**config.mk**
```make
export PLATFORM = sky130hd
export DESIGN_NAME = matrix_entry
export DESIGN_NICKNAME = d
export VERILOG_FILES = /design/src/rtl/matrix_entry.sv
export SDC_FILE = /design/constraint.sdc
export NUM_CORES = 1
export LEC_CHECK = 0
export ABC_AREA = 1
export BUFFER_PORTS_ARGS = -buffer_cell sky130_fd_sc_hd__buf_2
export CORE_UTILIZATION = 50
export CTS_CLUSTER_DIAMETER = 120
export DETAILED_ROUTE_END_ITERATION = 10
export PLACE_DENSITY_LB_ADDON = 0.12
export SLEW_MARGIN = 20
export SYNTH_ARGS = -nofsm -noshare
export SYNTH_HDL_FRONTEND = slang
export SYNTH_SLANG_ARGS = --single-unit
```
**constraint.sdc**
```tcl
create_clock -name clk -period 4.28 [get_ports clk]
set_clock_uncertainty 0.1 [all_clocks]
set_input_delay 0.642 -clock clk [delete_from_list [all_inputs] [get_ports clk]]
set_output_delay 0.642 -clock clk [all_outputs]
set_load 0.05 [all_outputs]
```
**src/rtl/matrix_entry.sv**
```systemverilog
// Keypad writer for the 2x2 matrix operand set: collects 3-digit decimal entries,
// converts them from BCD to binary and stores them as 8-bit elements a11..b22.
module matrix_entry #(
   parameter int          N_ELEM    = 8,
   parameter logic [3:0]  KEY_ENTER = 4'hA,
   parameter logic [3:0]  KEY_CLEAR = 4'hB,
   localparam int         IDX_W     = (N_ELEM > 1) ? $clog2(N_ELEM) : 1
) (
   input  logic                  clk,
   input  logic                  resetn,
   input  logic                  key_valid,
   input  logic [3:0]            key_code,
   output logic [8*N_ELEM-1:0]   elem_flat,
   output logic [11:0]           entry_bcd,
   output logic [1:0]            digit_cnt,
   output logic [IDX_W-1:0]      wr_idx,
   output logic                  wr_pulse,
   output logic                  err,
   output logic                  done
);

   localparam logic [1:0] ST_IDLE  = 2'd0;
   localparam logic [1:0] ST_ENTRY = 2'd1;
   localparam logic [1:0] ST_DONE  = 2'd2;

   localparam logic [IDX_W-1:0] LAST_IDX = IDX_W'(N_ELEM - 1);

   // Digits are always 0-9, so the largest entry (999) fits the 10-bit result.
   function automatic logic [9:0] bcd_to_bin(input logic [11:0] bcd);
      return ({6'd0, bcd[11:8]} * 10'd100) + ({6'd0, bcd[7:4]} * 10'd10) + {6'd0, bcd[3:0]};
   endfunction

   logic              kv_d_r;
   logic [1:0]        state_r, state_s;
   logic [7:0]        elem_r [N_ELEM];
   logic [11:0]       entry_r, entry_s;
   logic [1:0]        cnt_r, cnt_s;
   logic [IDX_W-1:0]  idx_r, idx_s;
   logic              pulse_r, pulse_s;
   logic              err_r, err_s;
   logic              done_r, done_s;
   logic              store_s;
   logic              press_s;
   logic              is_digit_s;
   logic [9:0]        value_s;

   assign press_s    = key_valid & ~kv_d_r;
   assign is_digit_s = (key_code <= 4'd9);
   assign value_s    = bcd_to_bin(entry_r);

   // Next-state decode of one press event against the current entry state.
   always_comb begin
      state_s = state_r;
      entry_s = entry_r;
      cnt_s   = cnt_r;
      idx_s   = idx_r;
      pulse_s = 1'b0;
      done_s  = done_r;
      store_s = 1'b0;
      if (press_s) begin
         err_s = 1'b0;
      end else begin
         err_s = err_r;
      end
      case (state_r)
         ST_IDLE, ST_ENTRY: begin
            if (press_s && is_digit_s && (cnt_r != 2'd3)) begin
               entry_s = {entry_r[7:0], key_code};
               cnt_s   = cnt_r + 2'd1;
               state_s = ST_ENTRY;
            end else if (press_s && (key_code == KEY_ENTER) && (state_r == ST_ENTRY)) begin
               entry_s = 12'h000;
               cnt_s   = 2'd0;
               state_s = ST_IDLE;
               if (value_s <= 10'd255) begin
                  store_s = 1'b1;
                  pulse_s = 1'b1;
                  if (idx_r == LAST_IDX) begin
                     done_s  = 1'b1;
                     state_s = ST_DONE;
                  end else begin
                     idx_s = idx_r + IDX_W'(1);
                  end
               end else begin
                  err_s = 1'b1;
               end
            end else if (press_s && (key_code == KEY_CLEAR)) begin
               entry_s = 12'h000;
               cnt_s   = 2'd0;
               state_s = ST_IDLE;
            end else begin
               state_s = state_r;
            end
         end
         ST_DONE: begin
            if (press_s && (key_code == KEY_CLEAR)) begin
               done_s  = 1'b0;
               idx_s   = '0;
               state_s = ST_IDLE;
            end else begin
               state_s = ST_DONE;
            end
         end
         default: begin
            state_s = ST_IDLE;
            entry_s = 12'h000;
            cnt_s   = 2'd0;
            done_s  = 1'b0;
         end
      endcase
   end

   // State, entry and element storage registers.
   always_ff @(posedge clk or negedge resetn) begin
      if (!resetn) begin
         kv_d_r  <= 1'b0;
         state_r <= ST_IDLE;
         entry_r <= 12'h000;
         cnt_r   <= 2'd0;
         idx_r   <= '0;
         pulse_r <= 1'b0;
         err_r   <= 1'b0;
         done_r  <= 1'b0;
         for (int k = 0; k < N_ELEM; k++) begin
            elem_r[k] <= 8'h00;
         end
      end else begin
         kv_d_r  <= key_valid;
         state_r <= state_s;
         entry_r <= entry_s;
         cnt_r   <= cnt_s;
         idx_r   <= idx_s;
         pulse_r <= pulse_s;
         err_r   <= err_s;
         done_r  <= done_s;
         if (store_s) begin
            elem_r[idx_r] <= value_s[7:0];
         end
      end
   end

   for (genvar k = 0; k < N_ELEM; k++) begin : g_flat
      assign elem_flat[8*k +: 8] = elem_r[k];
   end

   assign entry_bcd = entry_r;
   assign digit_cnt = cnt_r;
   assign wr_idx    = idx_r;
   assign wr_pulse  = pulse_r;
   assign err       = err_r;
   assign done      = done_r;

endmodule

```
Word-level counts from Yosys, hierarchy flattened

Index checks and enable logic that the tools add are counted.

Multipliers: 2
Reductions and logical operators: 12
Add/subtract/negate cells: 4
$lt $le $gt $ge: 4
Equal/unequal tests: 13
Mux-type cells: 38
Bitwise logic cells: 4

Operators by type and width:

| cell                                                                              | number |
|---|---|
| 64-bit bitwise mux                                                                | 1 |
| 12-bit two-way mux                                                                | 3 |
| 8-bit demux with 3-bit select                                                     | 1 |
| 12-bit case mux with 2 select lines                                               | 1 |
| 2-bit two-way mux                                                                 | 8 |
| 3-bit two-way mux                                                                 | 5 |
| 1-bit two-way mux                                                                 | 14 |
| 2-bit inequality test, second input constant                                      | 7 |
| 10-bit by 4-bit adder with 10-bit output                                          | 1 |
| 10-bit by 8-bit adder with 10-bit output                                          | 1 |
| 10-bit by 8-bit less-or-equal comparator with 1-bit output, second input constant | 1 |
| 4-bit equality test, second input constant                                        | 2 |
| 4-bit by 5-bit multiplier with 8-bit output, second input constant                | 1 |
| 8-bit two-way mux                                                                 | 1 |
| 2-bit case mux with 2 select lines                                                | 2 |
| 4-bit by 3-bit multiplier with 7-bit output, second input constant                | 1 |
| 1-bit logical AND                                                                 | 6 |
| 3-bit case mux with 2 select lines                                                | 1 |
| 6-bit AND reduction                                                               | 1 |
| 5-bit AND reduction                                                               | 1 |
| 4-bit greater-or-equal comparator, second input constant                          | 1 |
| 4-bit less-or-equal comparator, second input constant                             | 1 |
| 4-bit by 1-bit less-than comparator with 1-bit output, second input constant      | 1 |
| 4-bit inequality test, second input constant                                      | 1 |
| 13 further kinds                                                                  | 14 |

Word-level logic and storage cells: 93
Bits in registers: 87
Bits of input ports: 7
Output and inout port bits: 84

Depth between registers and ports, before layout

Depth in word-level cells: 8
Mapped depth: 19
Depth with buffers taken out: 18

Least setup slack after synthesis

No wires, ideal clock.

Path kind: reg2reg
Start: register entry_r[5] (netlist: entry_bcd[5])
End: register elem_r, in the netlist elem_flat[0]
Arrival: 3.307 ns
Buffers on the path: 1
Period minus slack after synthesis: 3.526 ns
Library setup time: 0.119 ns
Data required time: 4.061 ns
Cell stages (with the launch flop): 17
Setup slack: 0.754 ns
Path through: dfrtp_1 -> ha_1 -> ha_1 -> fa_1 -> xor2_1 -> ha_1 -> ha_1 -> nand2_1 -> nand2_1 -> a21oi_1 -> nand3_1 -> nand2_1 -> and2_4 -> buf_12 -> nand3_2 -> nand2_1 -> nand2_1

Word-level cells in the longest chain between the ends: 8

Ends and longest elaborated chain:

| element                                                    | line | text |
|---|---|---|
| start: declaration                                         | 36   | `logic [11:0] entry_r, entry_s;` |
| start signal: assignment                                   | 130  | `entry_r <= entry_s;` |
| 4-bit by 3-bit multiplier with 7-bit output                | 30   | `return ({6'd0, bcd[11:8]} * 10'd100) + ({6'd0, bcd[7:4]} * 10'd10) + {6'd0, bcd[3:0]};` |
| 10-bit by 8-bit adder with 10-bit output                   | 30   |  |
| 10-bit by 4-bit adder with 10-bit output                   | 30   |  |
| 10-bit by 8-bit less-or-equal comparator with 1-bit output | 75   | `if (value_s <= 10'd255) begin` |
| 1-bit two-way mux                                          | 75   |  |
| 1-bit two-way mux                                          | 71   | `end else if (press_s && (key_code == KEY_ENTER) && (state_r == ST_ENTRY)) begin` |
| 1-bit two-way mux                                          | 67   | `if (press_s && is_digit_s && (cnt_r != 2'd3)) begin` |
| 1-bit two-way mux                                          | 65   | `case (state_r)` |
| end signal: indexed assignment                             | 137  | `elem_r[idx_r] <= value_s[7:0];` |
| end: declaration                                           | 35   | `logic [7:0] elem_r [N_ELEM];` |

No other way between the ends.
A chain may end at the register's enable or synchronous reset.

Worst setup path in the final report

Start: register entry_r[8] (netlist: entry_bcd[8])
End: register elem_r, in the netlist elem_flat[17]

Word-level cells in the longest chain between the ends: 8

Ends and longest elaborated chain:

| element                                                    | line |
|---|---|
| 4-bit by 5-bit multiplier with 8-bit output                | 30 |
| 10-bit by 8-bit adder with 10-bit output                   | 30 |
| 10-bit by 4-bit adder with 10-bit output                   | 30 |
| 10-bit by 8-bit less-or-equal comparator with 1-bit output | 75 |
| 1-bit two-way mux                                          | 75 |
| 1-bit two-way mux                                          | 71 |
| 1-bit two-way mux                                          | 67 |
| 1-bit two-way mux                                          | 65 |

No other way between the ends.

==> results.json <==
{
  "status": "completed",
  "hp-class": "input pin to async pin",
  "coreArea_um2": 8720,
  "rr_worst_depth": 17,
  "placementRows": 34,
  "ys_seq_elements": 87,
  "synth_top_family_by_area": "simple AND/OR/NAND/NOR gates",
  "critPathArrivalTime_ns": 3.96,
  "ir_drop_mv": 0.692,
  "finalHoldViolations": 0,
  "cts-htree-levels": 3,
  "vias": 3875,
  "worst_skew_pair.late_latency_ns": 0.36,
  "routed_wl_um": 11000,
  "clock-sinks": 87,
  "setup_viol": 0,
  "clk_path_buf_depth": 2,
  "required_ns": 4.43,
  "port_buffers": 90,
  "hold_ws_ns": 0.211,
  "finalCriticalPeriod_ns": 3.81,
  "drv_cap": 0,
  "setup_tns_ns": 0,
  "syn-cell-area_um2": 4530,
  "synth_edf_count": 0,
  "root_buffer": "clkbuf_8",
  "rsz0062_at_grt": "no",
  "gp_congestion": 0.834,
  "start_kind": "flip-flop",
  "cts_resized": 0,
  "synthAdderAreaFrac_pct": 9.40,
  "insertedDiodeCount": 0,
  "syn_nets": 561,
  "dieArea_um2": 9440,
  "avgSynthCellArea_um2": 8.65,
  "yosysWarnings": 0,
  "syn_inst": 523,
  "synth_compound_area_share_pct": 2.24,
  "area_growth_pct": 16.0,
  "dieWidth_um": 97.1,
  "cellPowerDensity_nw_per_um2": 750,
  "max_freq_ghz": 0.263,
  "dr.pass1.iters": 5,
  "die_h_um": 97.1,
  "slew_headroom_pct": 35.4,
  "synth_mux_area_share_pct": 0,
  "cts_buffers": 9,
  "async_flop_share_pct": 100,
  "gr-usage-all-layers_pct": 24.1,
  "grt_antenna_before_repair": 0,
  "synthXorXnorAreaFrac_pct": 1.16,
  "worstMarginPinSlew_ns": 0.962,
  "drtAntennaViolNets": 0,
  "io_pins": 91,
  "drive_gt1_share_pct": 20.1,
  "via_per_inst": 5.37,
  "synth_cell_types": 27,
  "path_clk_slew_ns": 0.09,
  "synthFlopType": "dfrtp_1",
  "grt_max_degree": 88,
  "dpl.hpwl_um": 7840,
  "nets": 646,
  "grt.overflow.total": 0,
  "cts_hold_buf": 0,
  "cts_setup_buffers": 0,
  "crit_fanout": 41,
  "grt_pass1_wl_um": 18100,
  "crit_type": "flip-flop to flip-flop",
  "p_leak_uw": 0.00313,
  "cts_tree": "yes",
  "synthSimpleGateAreaFrac_pct": 31.7,
  "cp-end-kind": "flip-flop",
  "drc": 0,
  "start_util_pct": 51.9,
  "grt_pass1_vias": 3740,
  "post-route-period-util_pct": 88.9,
  "wire_per_inst_um": 15.2,
  "yosysSeqAreaShare_pct": 48.1,
  "finalMaxSlewViolations": 0,
  "drt_iter0_drc": 196
}
-- per-stage QoR --
step                      cells  power [uW]  setup WS [ns]  util [%]  cell area [um^2]
final                       721        3940          0.475      60.2              5250
after global routing        721        4190          0.224      60.2              5250
after CTS                   721        3950          0.486      60.2              5250
after detailed placement    705        3280          0.492      57.5              5020
after global placement      705        3230          0.561      57.5              5020
after floorplan             523        2790          0.754         -              4530
-- worst paths after layout --
kind | to | slack [ns] | from
max in group asynchronous | entry_bcd[8] | 3.30 | resetn
min in group clk | kv_d_r | 0.30 | key_valid
setup reg to reg | elem_flat[17] | 0.47 | entry_bcd[8]
hold / removal | elem_flat[23] | 0.21 | resetn
hold reg to reg | elem_flat[37] | 0.37 | elem_flat[37]
setup / recovery | elem_flat[17] | 0.47 | entry_bcd[8]
-- placed cells by master (no fill, tap or decap) --
master     instances
nand2_1          201
buf_2             89
dfrtp_1           87
nand4_1           65
inv_1             45
ha_1              26
nor2_1            22
o21ai_0           11
clkbuf_8          10
nand3_1            9
nand3_2            9
fa_1               5
xnor2_1            4
a21oi_1            4
o22ai_1            3
buf_4              3
xor2_1             2
nand3b_1           2
nor2_4             2
clkinv_4           2
bufinv_16          2
buf_12             2
or2_1              1
and2_4             1
nor3_1             1
and3_1             1
a21boi_0           1
inv_6              1
clkinv_2           1
buf_6              1
-- synth_stat cells (2+ instances only) --
cell type,count,share of area (%)
nand2_1,201,17
dfrtp_1,87,48
nand4_1,65,9.0
inv_1,45,3.7
ha_1,26,7.2
nor2_1,23,1.9
o21ai_0,11,1.2
nand3_1,9,1.0
nand3_2,9,2.0
buf_2,8,0.88
buf_6,7,1.7
fa_1,5,2.2
a21oi_1,4,0.44
xnor2_1,4,0.77
o22ai_1,3,0.41
buf_1,2,0.17
buf_4,2,0.33
nand3b_1,2,0.33
xor2_1,2,0.39
-- layout make-up --
class                      count  area, um^2
fill                         777        3470
sequential                    87        2180
multi-input combinational    370        2020
timing repair buffer          95         519
inverter                      45         169
clock buffer                  10         138
tap                          108         135
clock inverter                 6        91.3
-- worst max-delay path, cell delays in order (launching register included) --
cell and delay (ns):
dfrtp_1 0.46, ha_1 0.32, ha_1 0.18, inv_1 0.06
fa_1 0.48, inv_1 0.04, ha_1 0.29, ha_1 0.36
nand2_1 0.11, inv_1 0.04, a21oi_1 0.18, nand3_1 0.10
nand2_1 0.08, and2_4 0.31, buf_12 0.24, nand3_2 0.18
nand2_1 0.13, nand2_1 0.05
-- power by group --
| part | internal (uW) | switching [uW] |
|---|---|---|
| sequential | 912 | 113 |
| clock | 348 | 308 |
| combinational | 610 | 1650 |
| total | 1870 | 2070 |
-- layer usage --
| layer | vias up | track usage, % | part of all wire [%] |
|---|---|---|---|
| met5 | - | 0 | 0 |
| li1 | 1897 | - | - |
| met2 | 139 | 39.7 | 49 |
| met4 | 0 | 9.53 | 2.1 |
| met3 | 18 | 3.53 | 6.1 |
| met1 | 1821 | 32.2 | 43 |
-- cell families after synthesis --
kind of cell	count (synthesis)
xor gates and xnor gates	6
DFF	87
adders and majority gates	31
buffers and inverters	66
AOI/OAI and AO/OA	19
and+or+nand+nor	314
-- state kept, by name (all words and copies together) (netlist names) --
signal     count
digit_cnt      2
done           1
elem_flat     64
entry_bcd     12
err            1
kv_d_r         1
state_r        2
wr_idx         3
wr_pulse       1
Power figures use the tool's default switching activity.
